File: config.mk
export PLATFORM = sky130hd
export DESIGN_NAME = spi_xfer_ctrl_flat
export DESIGN_NICKNAME = d
export VERILOG_FILES = /design/src/rtl/spi_xfer_ctrl_if.sv /design/src/rtl/spi_xfer_ctrl.sv /design/src/flat_wrapper.sv
export SDC_FILE = /design/constraint.sdc
export NUM_CORES = 1
export LEC_CHECK = 0
export BUFFER_PORTS_ARGS = -buffer_cell sky130_fd_sc_hd__buf_2
export CORE_ASPECT_RATIO = 1.75
export CORE_MARGIN = 2
export CORE_UTILIZATION = 64
export DETAILED_ROUTE_END_ITERATION = 8
export PLACE_DENSITY = 0.91
export REMOVE_ABC_BUFFERS = 1
export SETUP_SLACK_MARGIN = 0.1
export SYNTH_ARGS = -nofsm -noshare
export SYNTH_HDL_FRONTEND = slang
export SYNTH_SLANG_ARGS = --single-unit
export TNS_END_PERCENT = 30
File: constraint.sdc
create_clock -name clk_pi -period 4.2 [get_ports clk_pi]
set_input_delay 1.05 -clock clk_pi [delete_from_list [all_inputs] [get_ports clk_pi]]
set_output_delay 1.05 -clock clk_pi [all_outputs]
set_load 0.01 [all_outputs]
File: src/rtl/spi_xfer_ctrl_if.sv
// Peripheral-bus port bundle for the SPI transfer controller.
// The slave modport is the controller side; the master modport is the CPU/bus side.
interface spi_xfer_ctrl_if #(
   parameter int unsigned AW = 5
) ();

   logic          we_i;
   logic          re_i;
   logic [AW-1:0] addr_i;
   logic [31:0]   wdata_i;
   logic [31:0]   rdata_o;

   modport slave (
      input  we_i,
      input  re_i,
      input  addr_i,
      input  wdata_i,
      output rdata_o
   );

   modport master (
      output we_i,
      output re_i,
      output addr_i,
      output wdata_i,
      input  rdata_o
   );

endinterface

File: src/rtl/spi_xfer_ctrl.sv
// Memory-mapped SPI master (mode 0, MSB first): bursts a byte buffer out over
// mosi_po and writes the received bytes back into the same buffer entries.
module spi_xfer_ctrl #(
   parameter int unsigned CLK_DIV = 4,
   parameter int unsigned DEPTH   = 16,
   parameter int unsigned AW      = $clog2(DEPTH) + 1
) (
   input  logic           clk_pi,
   input  logic           reset_pi,
   spi_xfer_ctrl_if.slave bus,
   input  logic           miso_pi,
   output logic           sclk_po,
   output logic           mosi_po,
   output logic           cs_po,
   output logic           done_o
);

   localparam int unsigned IW = AW - 1;
   localparam int unsigned CW = (CLK_DIV > 1) ? $clog2(CLK_DIV) : 1;

   typedef enum logic [2:0] {
      IDLE,
      CS_SETUP,
      SHIFT_HI,
      SHIFT_LO,
      CS_HOLD
   } state_t;

   state_t          state_q;
   state_t          state_nx;
   logic [CW-1:0]   cnt_q;
   logic [IW-1:0]   idx_q;
   logic [IW-1:0]   n_q;
   logic [2:0]      bit_q;
   logic [7:0]      sr_q;
   logic            final_q;
   logic            done_q;
   logic            sclk_q;
   logic            mosi_q;
   logic            cs_q;
   logic [31:0]     rdata_q;
   logic [7:0]      mem [DEPTH];

   logic            busy;
   logic            sel_buf;
   logic [IW-1:0]   bidx;
   logic            ctrl_wr;
   logic            start_acc;
   logic            buf_wr;
   logic [IW-1:0]   n_sat;
   logic            cnt_last;
   logic            byte_end;
   logic [IW-1:0]   nxt_idx;
   logic [31:0]     ctrl_rd;
   logic            unused_wdata;

   // Bus decode; starts and buffer writes are only honoured while idle
   assign busy      = (state_q != IDLE);
   assign sel_buf   = bus.addr_i[AW-1];
   assign bidx      = bus.addr_i[IW-1:0];
   assign ctrl_wr   = bus.we_i && !sel_buf && !busy;
   assign start_acc = ctrl_wr && bus.wdata_i[0];
   assign buf_wr    = bus.we_i && sel_buf && !busy;
   assign n_sat     = ({1'b0, bus.wdata_i[11:4]} >= 9'(DEPTH)) ? IW'(DEPTH - 1)
                                                             : IW'(bus.wdata_i[11:4]);
   assign unused_wdata = ^{bus.wdata_i[31:12], bus.wdata_i[3:1]};

   assign cnt_last = (cnt_q == CW'(CLK_DIV - 1));
   assign byte_end = (state_q == SHIFT_HI) && cnt_last && (bit_q == 3'd0);
   assign nxt_idx  = idx_q + IW'(1);
   assign ctrl_rd  = {20'd0, 8'(n_q), 1'b0, done_q, 1'b0, busy};

   // State register
   always_ff @(posedge clk_pi) begin
      if (reset_pi) state_q <= IDLE;
      else          state_q <= state_nx;
   end

   // Next-state logic: every non-idle phase lasts CLK_DIV cycles
   always_comb begin
      state_nx = state_q;
      case (state_q)
         IDLE:     if (start_acc) state_nx = CS_SETUP;
         CS_SETUP: if (cnt_last)  state_nx = SHIFT_HI;
         SHIFT_HI: if (cnt_last)  state_nx = SHIFT_LO;
         SHIFT_LO: if (cnt_last)  state_nx = final_q ? CS_HOLD : SHIFT_HI;
         CS_HOLD:  if (cnt_last)  state_nx = IDLE;
         default:                 state_nx = IDLE;
      endcase
   end

   // Datapath, pin registers and bus read port
   always_ff @(posedge clk_pi) begin
      if (reset_pi) begin
         cnt_q   <= '0;
         idx_q   <= '0;
         n_q     <= '0;
         bit_q   <= 3'd0;
         sr_q    <= 8'd0;
         final_q <= 1'b0;
         done_q  <= 1'b0;
         sclk_q  <= 1'b0;
         mosi_q  <= 1'b0;
         cs_q    <= 1'b1;
         rdata_q <= 32'd0;
      end else begin
         cnt_q  <= ((state_nx != state_q) || (state_q == IDLE)) ? '0 : cnt_q + CW'(1);
         cs_q   <= (state_nx == IDLE);
         sclk_q <= (state_nx == SHIFT_HI);

         if (ctrl_wr) n_q <= n_sat;

         if (start_acc) begin
            idx_q   <= '0;
            bit_q   <= 3'd7;
            sr_q    <= mem[0];
            mosi_q  <= mem[0][7];
            final_q <= 1'b0;
            done_q  <= 1'b0;
         end

         // Rising sclk: sample miso; sr_q[7] then already holds the next tx bit
         if ((state_nx == SHIFT_HI) && (state_q != SHIFT_HI))
            sr_q <= {sr_q[6:0], miso_pi};

         // Falling sclk: advance to the next bit, or close out the byte
         if ((state_q == SHIFT_HI) && cnt_last) begin
            if (bit_q != 3'd0) begin
               bit_q  <= bit_q - 3'd1;
               mosi_q <= sr_q[7];
            end else if (idx_q == n_q) begin
               final_q <= 1'b1;
               mosi_q  <= 1'b0;
            end else begin
               idx_q  <= nxt_idx;
               bit_q  <= 3'd7;
               sr_q   <= mem[nxt_idx];
               mosi_q <= mem[nxt_idx][7];
            end
         end

         if ((state_q == CS_HOLD) && cnt_last) done_q <= 1'b1;

         if (bus.re_i) rdata_q <= sel_buf ? {24'd0, mem[bidx]} : ctrl_rd;
      end
   end

   // Byte buffer (not reset); a received byte replaces its tx byte at byte end
   always_ff @(posedge clk_pi) begin
      if (!reset_pi) begin
         if (byte_end)    mem[idx_q] <= sr_q;
         else if (buf_wr) mem[bidx]  <= bus.wdata_i[7:0];
      end
   end

   assign sclk_po     = sclk_q;
   assign mosi_po     = mosi_q;
   assign cs_po       = cs_q;
   assign done_o      = done_q;
   assign bus.rdata_o = rdata_q;

endmodule

File: src/flat_wrapper.sv
// flat-port wrapper written by rule: the top's interface ports become plain ports
module spi_xfer_ctrl_flat 
#(
   parameter int unsigned CLK_DIV = 4,
   parameter int unsigned DEPTH   = 16,
   parameter int unsigned AW      = $clog2(DEPTH) + 1
)
  (clk_pi, reset_pi, miso_pi, sclk_po, mosi_po, cs_po, done_o, bus_we_i, bus_re_i, bus_addr_i, bus_wdata_i, bus_rdata_o);
  spi_xfer_ctrl_if #(.AW(AW)) bus_i ();
  input  logic clk_pi;
  input  logic reset_pi;
  input  logic miso_pi;
  output logic sclk_po;
  output logic mosi_po;
  output logic cs_po;
  output logic done_o;
  input wire logic [$bits(bus_i.we_i)-1:0] bus_we_i;
  input wire logic [$bits(bus_i.re_i)-1:0] bus_re_i;
  input wire logic [$bits(bus_i.addr_i)-1:0] bus_addr_i;
  input wire logic [$bits(bus_i.wdata_i)-1:0] bus_wdata_i;
  output wire logic [$bits(bus_i.rdata_o)-1:0] bus_rdata_o;
  assign bus_i.we_i = bus_we_i;
  assign bus_i.re_i = bus_re_i;
  assign bus_i.addr_i = bus_addr_i;
  assign bus_i.wdata_i = bus_wdata_i;
  assign bus_rdata_o = bus_i.rdata_o;
  spi_xfer_ctrl #(.CLK_DIV(CLK_DIV), .DEPTH(DEPTH), .AW(AW)) u_core (.clk_pi(clk_pi), .reset_pi(reset_pi), .bus(bus_i), .miso_pi(miso_pi), .sclk_po(sclk_po), .mosi_po(mosi_po), .cs_po(cs_po), .done_o(done_o));
endmodule
==> flow_metrics.tcl, run 1 <==
set metrics [dict create \
    status "complete, no violations" \
    antenna_cells 0 \
    synthCells 570 \
    grt_pass1_wl_um 33800 \
    fin_setup_tns_ns 0 \
    cts_post_setup_buffers_inserted 0 \
    seqPwrFrac_pct 50.8 \
    drtAntennaViolNets 0 \
    p_switching_w 0.000826 \
    clock-sinks 165 \
    r2r_cells 6 \
    yosys_warnings 0 \
    clockPowerShare_pct 42.7 \
    period_share_pct 81.3 \
    grt_max_degree 39 \
    synthArstFlopShare_pct 0 \
    htreeDepth 4 \
    placedCellCount 753 \
    dieHeight_um 153 \
    ys_types 52 \
    final_nets 650 \
    grt_pass1_vias 5626 \
    synth_area_per_cell_um2 14.3 \
    ys_ff_latch 165 \
    max_slew_margin_pct 33.3 \
    dieArea_um2 13700 \
    insertion_delay_ns 0.44 \
    drive_gt1_share_pct 25.4 \
    p_leak_nw 3.06 \
    regToRegSetupSlack_ns 0.79 \
    die_width_um 89.3 \
    crit_type "flop to flop" \
    synth_area_um2 8140 \
    num_vias 5793 \
    synthFlopType "edfxtp_1" \
    ys_top_cells_by_count "128 x edfxtp_1, 57 x mux4_2, 56 x nand2_1, 37 x dfxtp_1, 33 x a21oi_1" \
    fin_skew_ns 0.00921 \
    min_from "u_core.cnt_q[0]" \
    antenna_found_initial 0 \
    clkTransAtPathRegs_ns 0.06 \
    gr-total-overflow 0 \
    clock_path_buffers 2 \
    hold_buffers 0 \
    synthTopCellsByArea "edfxtp_1 47%, mux4_2 16%, dfxtp_1 9.1%, buf_4 2.9%, nand2_1 2.6%" \
    cts_root_buf "clkbuf_16" \
    drt-initial-drc-count 972 \
    peakVddDrop_v 0.000292 \
    fmax_mhz 293 \
    drc 0 \
    min_to "u_core.cnt_q[0]" \
    hold_class "flop to flop" \
    seq_area_frac_synth_pct 56.3 \
    whs_path_depth 1 \
    track_usage_pct 35.1 \
    r2r_start "u_core.idx_q[1]" \
    layout.cells.non_filler 785 \
    cp.required_ns 4.52 \
    dpl.hpwl_um 14200 \
    dr.pass1.iters 6 \
    cts_tree "yes" \
    setup_violations 0 \
    r2r-end "u_core.sr_q[6]" \
    cap_violations 0 \
    synth_largest_area_cell "edfxtp_1" \
    io_buffers 33 \
    drv_slew 0 \
    synth_edf_count 128 \
    io_pins 78 \
    crit_arrival_ns 3.74 \
    rsz0062_at_grt "false" \
    synth_top_area_share_pct 47.2 \
    end_kind "flop" \
    min_period_ns 3.41 \
    viasPerCell 7.38 \
    core.rowCount 54 \
    worst_pin_slew_ns 1.00 \
    cts_resized 0 \
    p_comb_share_pct 6.5 \
    start_kind "flop" \
    core_um2 12400 \
    gp_congestion 0.943 \
    layout-area-overhead-vs-synth_pct 9.66 \
    crit_fanout 18 \
    wl_per_cell_um 28.6 \
    hold_viol_final 0 \
    pwr_density_cell_nw_per_um2 394 \
    filler_cell_count 754 \
    cts_made_buffers 17 \
    p_sw_share_pct 23.5 \
    power.internal_w 0.00269 \
    wirelength_um 22500 \
    synth.most_common_cell "edfxtp_1" \
    start_util_pct 65.5 \
]
[cell families after synthesis]
group / count (synthesis) / share of synthesized area (%)
flip-flops: 165 / 56.3
AND/OR/NAND/NOR: 146 / 8.77
AO/OA/AOI/OAI: 98 / 8.33
multiplexers: 81 / 20.0
buffers and inverters: 69 / 5.33
XOR/XNOR: 6 / 0.645
adder cells (fa/ha/maj): 4 / 0.615
other: 1 / 0.0460
[placed cells by master, fill, tap and decap left out, types with 3 or more instances in the layout]
master | netlist | layout
edfxtp_1 | 128 | 128
mux4_2 | 57 | 57
nand2_1 | 56 | 56
dfxtp_1 | 37 | 37
a21oi_1 | 33 | 33
buf_2 | 16 | 33
nor2_1 | 30 | 30
conb_1 | 1 | 24
buf_4 | 31 | 21
nor3_1 | 17 | 17
clkbuf_16 | 0 | 17
mux2i_1 | 16 | 16
a211oi_1 | 13 | 13
nor2b_1 | 11 | 11
a22oi_1 | 11 | 11
a22o_1 | 10 | 10
a31oi_1 | 9 | 9
nand3_1 | 7 | 7
o21ai_0 | 7 | 7
inv_1 | 6 | 6
mux4_1 | 6 | 6
and3_1 | 4 | 4
nand2b_1 | 4 | 4
xnor2_1 | 4 | 4
o221a_2 | 4 | 4
clkinv_4 | 0 | 4
inv_6 | 0 | 4
a32oi_1 | 3 | 3
and2_1 | 3 | 3
ha_1 | 4 | 3
clkinv_2 | 0 | 3
[power groups by stage]
stage | combinational [W] | clock (W) | sequential [W]
2_1_floorplan | 0.000123 | 0 | 0.00182
3_3_place_gp | 0.000204 | 0 | 0.00182
3_5_place_dp | 0.000213 | 0 | 0.00182
4_1_cts | 0.000217 | 0.00150 | 0.00179
5_1_grt | 0.000242 | 0.00156 | 0.00179
6_report | 0.000228 | 0.00150 | 0.00179
[flip-flops by register name, indices dropped and copies added (netlist names), 2 cells and up]
name                cells
u_core.idx_q            4
u_core.sr_q             8
u_core.bus.rdata_o      8
u_core.state_q          3
u_core.cnt_q            2
u_core.mem            128
u_core.bit_q            3
u_core.n_q              4
[routing by layer]
| metal | routed length, µm | share of wire [%] | up-vias | GRT usage [%] |
|---|---|---|---|---|
| met5 | 0 | 0 | - | 0 |
| met4 | 1790 | 8.0 | 0 | 22.0 |
| met3 | 2600 | 12 | 150 | 11.9 |
| met2 | 11200 | 50 | 562 | 54.4 |
| met1 | 6920 | 31 | 2796 | 41.2 |
| li1 | - | - | 2285 | - |
[metrics by stage]
step / total power (W) / hold slack, ns / util, % / area [µm²] / worst slack [ns]
detailed placement: 0.00203 / 0.413 / 67.3 / 8370 / 0.854
global placement: 0.00202 / 0.405 / 67.3 / 8370 / 0.958
finish: 0.00352 / 0.416 / 71.8 / 8930 / 0.787
CTS: 0.00350 / 0.422 / 71.8 / 8930 / 1.11
floorplan: 0.00194 / 0.396 / - / 7820 / 0.380
global route: 0.00359 / 0.453 / 71.8 / 8930 / 0.672
[cell type report]
class                      count  area [µm²]  area share (%)
clock buffer                  19         443            4.96
timing repair buffer          54         323            3.61
sequential                   165        4580            51.3
inverter                       7        26.3           0.294
clock inverter                13         123            1.37
tap                          168         210            2.35
multi-input combinational    359        3220            36.1
[worst max-delay path by stage]
| stage | slack, ns | cells after the start | to | from |
|---|---|---|---|---|
| finish | 0.79 | 6 | u_core.sr_q[6] | u_core.idx_q[1] |
| detailed placement | 0.85 | 7 | u_core.mem[9][7] | reset_pi |
| global placement | 0.96 | 7 | u_core.mem[9][7] | reset_pi |
| CTS | 1.11 | 6 | u_core.sr_q[2] | u_core.idx_q[1] |
| floorplan | 0.38 | 6 | u_core.sr_q[0] | u_core.idx_q[0] |
| global route | 0.67 | 6 | u_core.sr_q[2] | u_core.idx_q[1] |
[critical path: stages, from the launching register on]
cell and delay [ns]:
dfxtp_1 0.40, ha_2 0.74, buf_4 0.46, mux4_2 0.58
a211oi_1 0.78, a21oi_1 0.09, a22o_1 0.24
(Power assumes the default switching activity.)
==> run 2: changes to the inputs <==
--- a/config.mk
+++ b/config.mk
@@ -8,9 +8,9 @@
 export BUFFER_PORTS_ARGS = -buffer_cell sky130_fd_sc_hd__buf_2
 export CORE_ASPECT_RATIO = 1.75
 export CORE_MARGIN = 2
-export CORE_UTILIZATION = 64
+export CORE_UTILIZATION = 54
 export DETAILED_ROUTE_END_ITERATION = 8
-export PLACE_DENSITY = 0.91
+export PLACE_DENSITY = 0.83
 export REMOVE_ABC_BUFFERS = 1
 export SETUP_SLACK_MARGIN = 0.1
 export SYNTH_ARGS = -nofsm -noshare
==> constraint.sdc (replaced) <==
create_clock -name clk_pi -period 3 [get_ports clk_pi]
set_input_delay 0.75 -clock clk_pi [delete_from_list [all_inputs] [get_ports clk_pi]]
set_output_delay 0.75 -clock clk_pi [all_outputs]
set_load 0.01 [all_outputs]
==> flow_metrics.tcl, run 2 (synthesis gave the netlist of run 1 again) <==
set metrics [dict create \
    layout-area-overhead-vs-synth_pct 13.8 \
    start_util_pct 54.9 \
    fmax_mhz 347 \
    worstSetupStartpoint "u_core.idx_q[1]" \
    worst-path-stages 7 \
    dpl.hpwl_um 15100 \
    max_slew_margin_pct 47.4 \
    num_vias 5410 \
    rsz0062_at_grt "true" \
    hold_viol_final 0 \
    cp-endpoint "u_core.sr_q[6]" \
    p_leak_nw 3.26 \
    wl_per_cell_um 25.0 \
    cts_root_buf "clkbuf_16" \
    drv_slew 0 \
    grt_pass1_wl_um 31500 \
    viasPerCell 6.49 \
    wirelength_um 20900 \
    regMostFlops "u_core.mem" \
    grt_pass1_vias 5417 \
    htreeDepth 4 \
    hold_ws_ns 0.421 \
    dieArea_um2 16100 \
    path_cells "ha_2 -> buf_12 -> mux4_2 -> nor2b_1 -> a211oi_1 -> a21oi_1 -> a22o_1" \
    filler_cell_count 1015 \
    cts_tree "yes" \
    crit_arrival_ns 3.20 \
    layout_commonest_cell "edfxtp_1" \
    pre_cts_ws_ns -0.0637 \
    cts_resized 0 \
    cpLargestDelayFamily "compound AO/OA/AOI/OAI gates" \
    r2r_cells 7 \
    clock-sinks 165 \
    start_kind "flop" \
    antenna_found_initial 0 \
    worstPathBufferInverterCount 1 \
    period_share_pct 96.2 \
    insertion_delay_ns 0.42 \
    cts_post_setup_buffers_inserted 0 \
    crit_type "flop to flop" \
    slowest_delay_ns 0.63 \
    core_um2 14800 \
    r2r_start "u_core.idx_q[1]" \
    worst_pin_slew_ns 0.786 \
    grt_max_degree 38 \
    track_usage_pct 26.1 \
    dieHeight_um 166 \
    crit_slowest_cell "a211oi_1" \
    end_kind "flop" \
    hold_buffers 0 \
    drt-initial-drc-count 485 \
    gp_congestion 1.01 \
    most-common-layout-cells "128 x edfxtp_1, 57 x mux4_2, 56 x nand2_1, 53 x buf_4, 37 x dfxtp_1" \
    drtAntennaViolNets 0 \
    peakVddDrop_v 0.000424 \
    largest_reg_flops 128 \
    drc 0 \
    fin_setup_tns_ns 0 \
    io_buffers 33 \
    clock_path_buffers 2 \
    die_width_um 96.8 \
    power.total_w 0.00502 \
    fin_skew_ns 0.00907 \
    hold_class "flop to flop" \
    dr.pass1.iters 5 \
    regToRegSetupSlack_ns 0.11 \
    cap_violations 0 \
    r2r-end "u_core.sr_q[6]" \
    pwr_density_cell_nw_per_um2 542 \
    min_period_ns 2.89 \
    io_pins 78 \
    antenna_cells 0 \
    fin_ws_ns 0.114 \
    final_nets 684 \
    drive_gt1_share_pct 29.3 \
    cp.required_ns 3.31 \
    setup_violations 0 \
    core.rowCount 59 \
    clkTransAtPathRegs_ns 0.06 \
    crit_fanout 28 \
    status "complete, no violations" \
    cts_made_buffers 17 \
    gr-total-overflow 0 \
]
-- run 2: cell count changes in the layout (fill, tap and decap cells not counted), moves of 2 or more --
cell / before / now
clkinv_2: 3 / 1
buf_12: 0 / 2
inv_8: 0 / 4
buf_4: 21 / 53
-- run 2: metrics by stage --
stage               cell area (µm²)  utilization [%]  cells
detailed placement             8660             58.4    802
finish                         9270             62.4    834
global placement               8660             58.4    802
global route                   9270             62.4    834
CTS                            9260             62.4    834
floorplan                      7820                -    531
-- run 2: power by group --
group,leakage (nW),switching (W),internal [W]
logic,1.48,0.000204,0.000127
registers,1.48,0.0000178,0.00248
clock network,0.295,0.000935,0.00126
-- run 2: layer usage --
metal,GRT usage [%],vias to the layer above,part of all wire (%)
met5,0,-,0
met4,16.7,0,6.8
met3,3.57,68,6.3
met2,46.9,337,54
met1,28.6,2663,33
li1,-,2342,-
-- run 2: cell type report --
type | instances | area (µm²) | area share, %
Clock buffer | 18 | 429 | 4.63
Clock inverter | 14 | 166 | 1.80
Inverter | 7 | 26.3 | 0.284
Multi-Input combinational cell | 359 | 3230 | 34.8
Sequential cell | 165 | 4580 | 49.5
Tap cell | 183 | 229 | 2.47
Timing Repair Buffer | 88 | 603 | 6.51
-- run 2: how the worst min path moves through the flow --
stage | from | end | slack, ns | cells past startpoint
floorplan | u_core.cnt_q[0] | u_core.cnt_q[0] | 0.40 | 1
global route | u_core.cnt_q[0] | u_core.cnt_q[0] | 0.45 | 1
finish | u_core.cnt_q[0] | u_core.cnt_q[0] | 0.42 | 1
CTS | u_core.cnt_q[0] | u_core.cnt_q[0] | 0.42 | 1
global placement | u_core.cnt_q[0] | u_core.cnt_q[0] | 0.41 | 1
detailed placement | u_core.cnt_q[0] | u_core.cnt_q[0] | 0.41 | 1
==> run 3: changes to the inputs <==
--- a/config.mk
+++ b/config.mk
@@ -8,9 +8,9 @@
 export BUFFER_PORTS_ARGS = -buffer_cell sky130_fd_sc_hd__buf_2
 export CORE_ASPECT_RATIO = 1.75
 export CORE_MARGIN = 2
-export CORE_UTILIZATION = 54
+export CORE_UTILIZATION = 59
 export DETAILED_ROUTE_END_ITERATION = 8
-export PLACE_DENSITY = 0.83
+export PLACE_DENSITY = 0.85
 export REMOVE_ABC_BUFFERS = 1
 export SETUP_SLACK_MARGIN = 0.1
 export SYNTH_ARGS = -nofsm -noshare
==> constraint.sdc (replaced) <==
create_clock -name clk_pi -period 2.8 [get_ports clk_pi]
set_input_delay 0.7 -clock clk_pi [delete_from_list [all_inputs] [get_ports clk_pi]]
set_output_delay 0.7 -clock clk_pi [all_outputs]
set_load 0.01 [all_outputs]
==> flow_metrics.tcl, run 3 (synthesis gave the netlist of run 1 again) <==
set metrics [dict create \
    status "complete, no violations" \
    cts_tree "yes" \
    cp.required_ns 3.12 \
    drc 0 \
    cap_violations 0 \
    placedCellCount 798 \
    clkTransAtPathRegs_ns 0.07 \
    wl_per_cell_um 26.8 \
    drt-initial-drc-count 777 \
    viasPerCell 6.98 \
    filler_cell_count 826 \
    clock_path_buffers 2 \
    largest_reg_flops 128 \
    drtAntennaViolNets 0 \
    drive_gt1_share_pct 30.7 \
    cts_resized 1 \
    layout_commonest_cell "edfxtp_1" \
    hold_class "flop to flop" \
    wirelength_um 22200 \
    crit_fanout 14 \
    end_kind "flop" \
    p_sw_share_pct 24.0 \
    p_comb_share_pct 6.8 \
    cts_post_setup_buffers_inserted 0 \
    io_pins 78 \
    htreeDepth 4 \
    num_vias 5786 \
    insertion_delay_ns 0.43 \
    dieHeight_um 159 \
    period_share_pct 92.2 \
    layout.cells.non_filler 829 \
    rsz0062_at_grt "false" \
    dpl.hpwl_um 15200 \
    power.internal_w 0.00416 \
    grt_pass1_vias 5712 \
    dieArea_um2 14800 \
    min_period_ns 2.58 \
    met3_usage_pct 6.25 \
    final_area_um2 9330 \
    layout-area-overhead-vs-synth_pct 14.6 \
    setup_violations 0 \
    clock-sinks 165 \
    peakVddDrop_v 0.000372 \
    r2r_start "u_core.idx_q[1]" \
    p_switching_w 0.00131 \
    top_usage_layer "met2" \
    regMostFlops "u_core.mem" \
    gp_congestion 0.997 \
    use_met1_pct 35.9 \
    seqPwrFrac_pct 49.0 \
    crit_arrival_ns 2.90 \
    fmax_mhz 387 \
    hold_viol_final 0 \
    regToRegSetupSlack_ns 0.22 \
    fin_skew_ns 0.00690 \
    start_kind "flop" \
    p_leak_nw 3.28 \
    min_from "u_core.cnt_q[0]" \
    clockPowerShare_pct 44.2 \
    pwr_density_cell_nw_per_um2 586 \
    cts_root_buf "clkbuf_16" \
    die_width_um 92.8 \
    most-common-layout-cells "128 x edfxtp_1, 58 x buf_4, 57 x mux4_2, 56 x nand2_1, 37 x dfxtp_1" \
    core.rowCount 56 \
    crit_type "flop to flop" \
    dr.pass1.iters 6 \
    gr-total-overflow 0 \
    worstSetupStartpoint "u_core.idx_q[1]" \
    core_um2 13500 \
    grt_pass1_wl_um 33600 \
    globalRouteMet2Util_pct 51.9 \
    track_usage_pct 31.1 \
    cts_made_buffers 17 \
    io_buffers 33 \
    drv_slew 0 \
    antenna_found_initial 0 \
    final_nets 689 \
    antenna_cells 0 \
    worst_pin_slew_ns 0.756 \
    grt_max_degree 27 \
    placed_area_um2 8690 \
    hold_buffers 0 \
    start_util_pct 60.5 \
    max_slew_margin_pct 49.3 \
]
==> run 3: cell type report <==
type | instances | area (µm²) | area share, %
Clock inverter | 14 | 191 | 2.05
Tap cell | 174 | 218 | 2.33
Clock buffer | 17 | 425 | 4.56
Inverter | 7 | 26.3 | 0.282
Multi-Input combinational cell | 359 | 3240 | 34.8
Timing Repair Buffer | 93 | 641 | 6.87
Sequential cell | 165 | 4580 | 49.1
==> run 3: path summary, 6_finish.rpt <==
kind | cells past startpoint | endpoint
setup / recovery | 8 | u_core.sr_q[1]
hold / removal | 1 | u_core.cnt_q[0]
setup reg to reg | 8 | u_core.sr_q[1]
hold reg to reg | 1 | u_core.cnt_q[0]
==> run 3: per-layer routing <==
layer | share of wire, % | vias up
met3 | 9.2 | 130
li1 | - | 2352
met4 | 8.7 | 0
met5 | 0 | -
met1 | 32 | 2837
met2 | 51 | 467
==> run 3: through the flow <==
| stage | TNS [ns] | total power [W] | utilization, % | hold slack (ns) | worst slack, ns |
|---|---|---|---|---|---|
| CTS | 0 | 0.00545 | 69.2 | 0.420 | 0.0294 |
| detailed placement | -4.73 | 0.00309 | 64.6 | 0.410 | -0.205 |
| floorplan | -8.36 | 0.00292 | - | 0.396 | -1.02 |
| finish | 0 | 0.00547 | 69.4 | 0.416 | 0.217 |
| global placement | -2.83 | 0.00307 | 64.6 | 0.405 | -0.128 |
| global route | 0 | 0.00559 | 69.4 | 0.435 | 0.134 |
==> run 3: worst max-delay path, stage by stage, from the launching register on <==
cell	delay (ns)
dfxtp_1	0.41
ha_2	0.41
buf_12	0.18
mux4_1	0.57
nor2b_1	0.17
a211oi_1	0.27
buf_4	0.20
a21oi_1	0.05
a22o_1	0.22
==> run 3: power groups by stage <==
stage	clock, W	sequential, W	combinational (W)
global route	0.00252	0.00268	0.000393
detailed placement	0	0.00273	0.000355
finish	0.00242	0.00268	0.000373
floorplan	0	0.00273	0.000185
global placement	0	0.00273	0.000342
CTS	0.00241	0.00268	0.000359
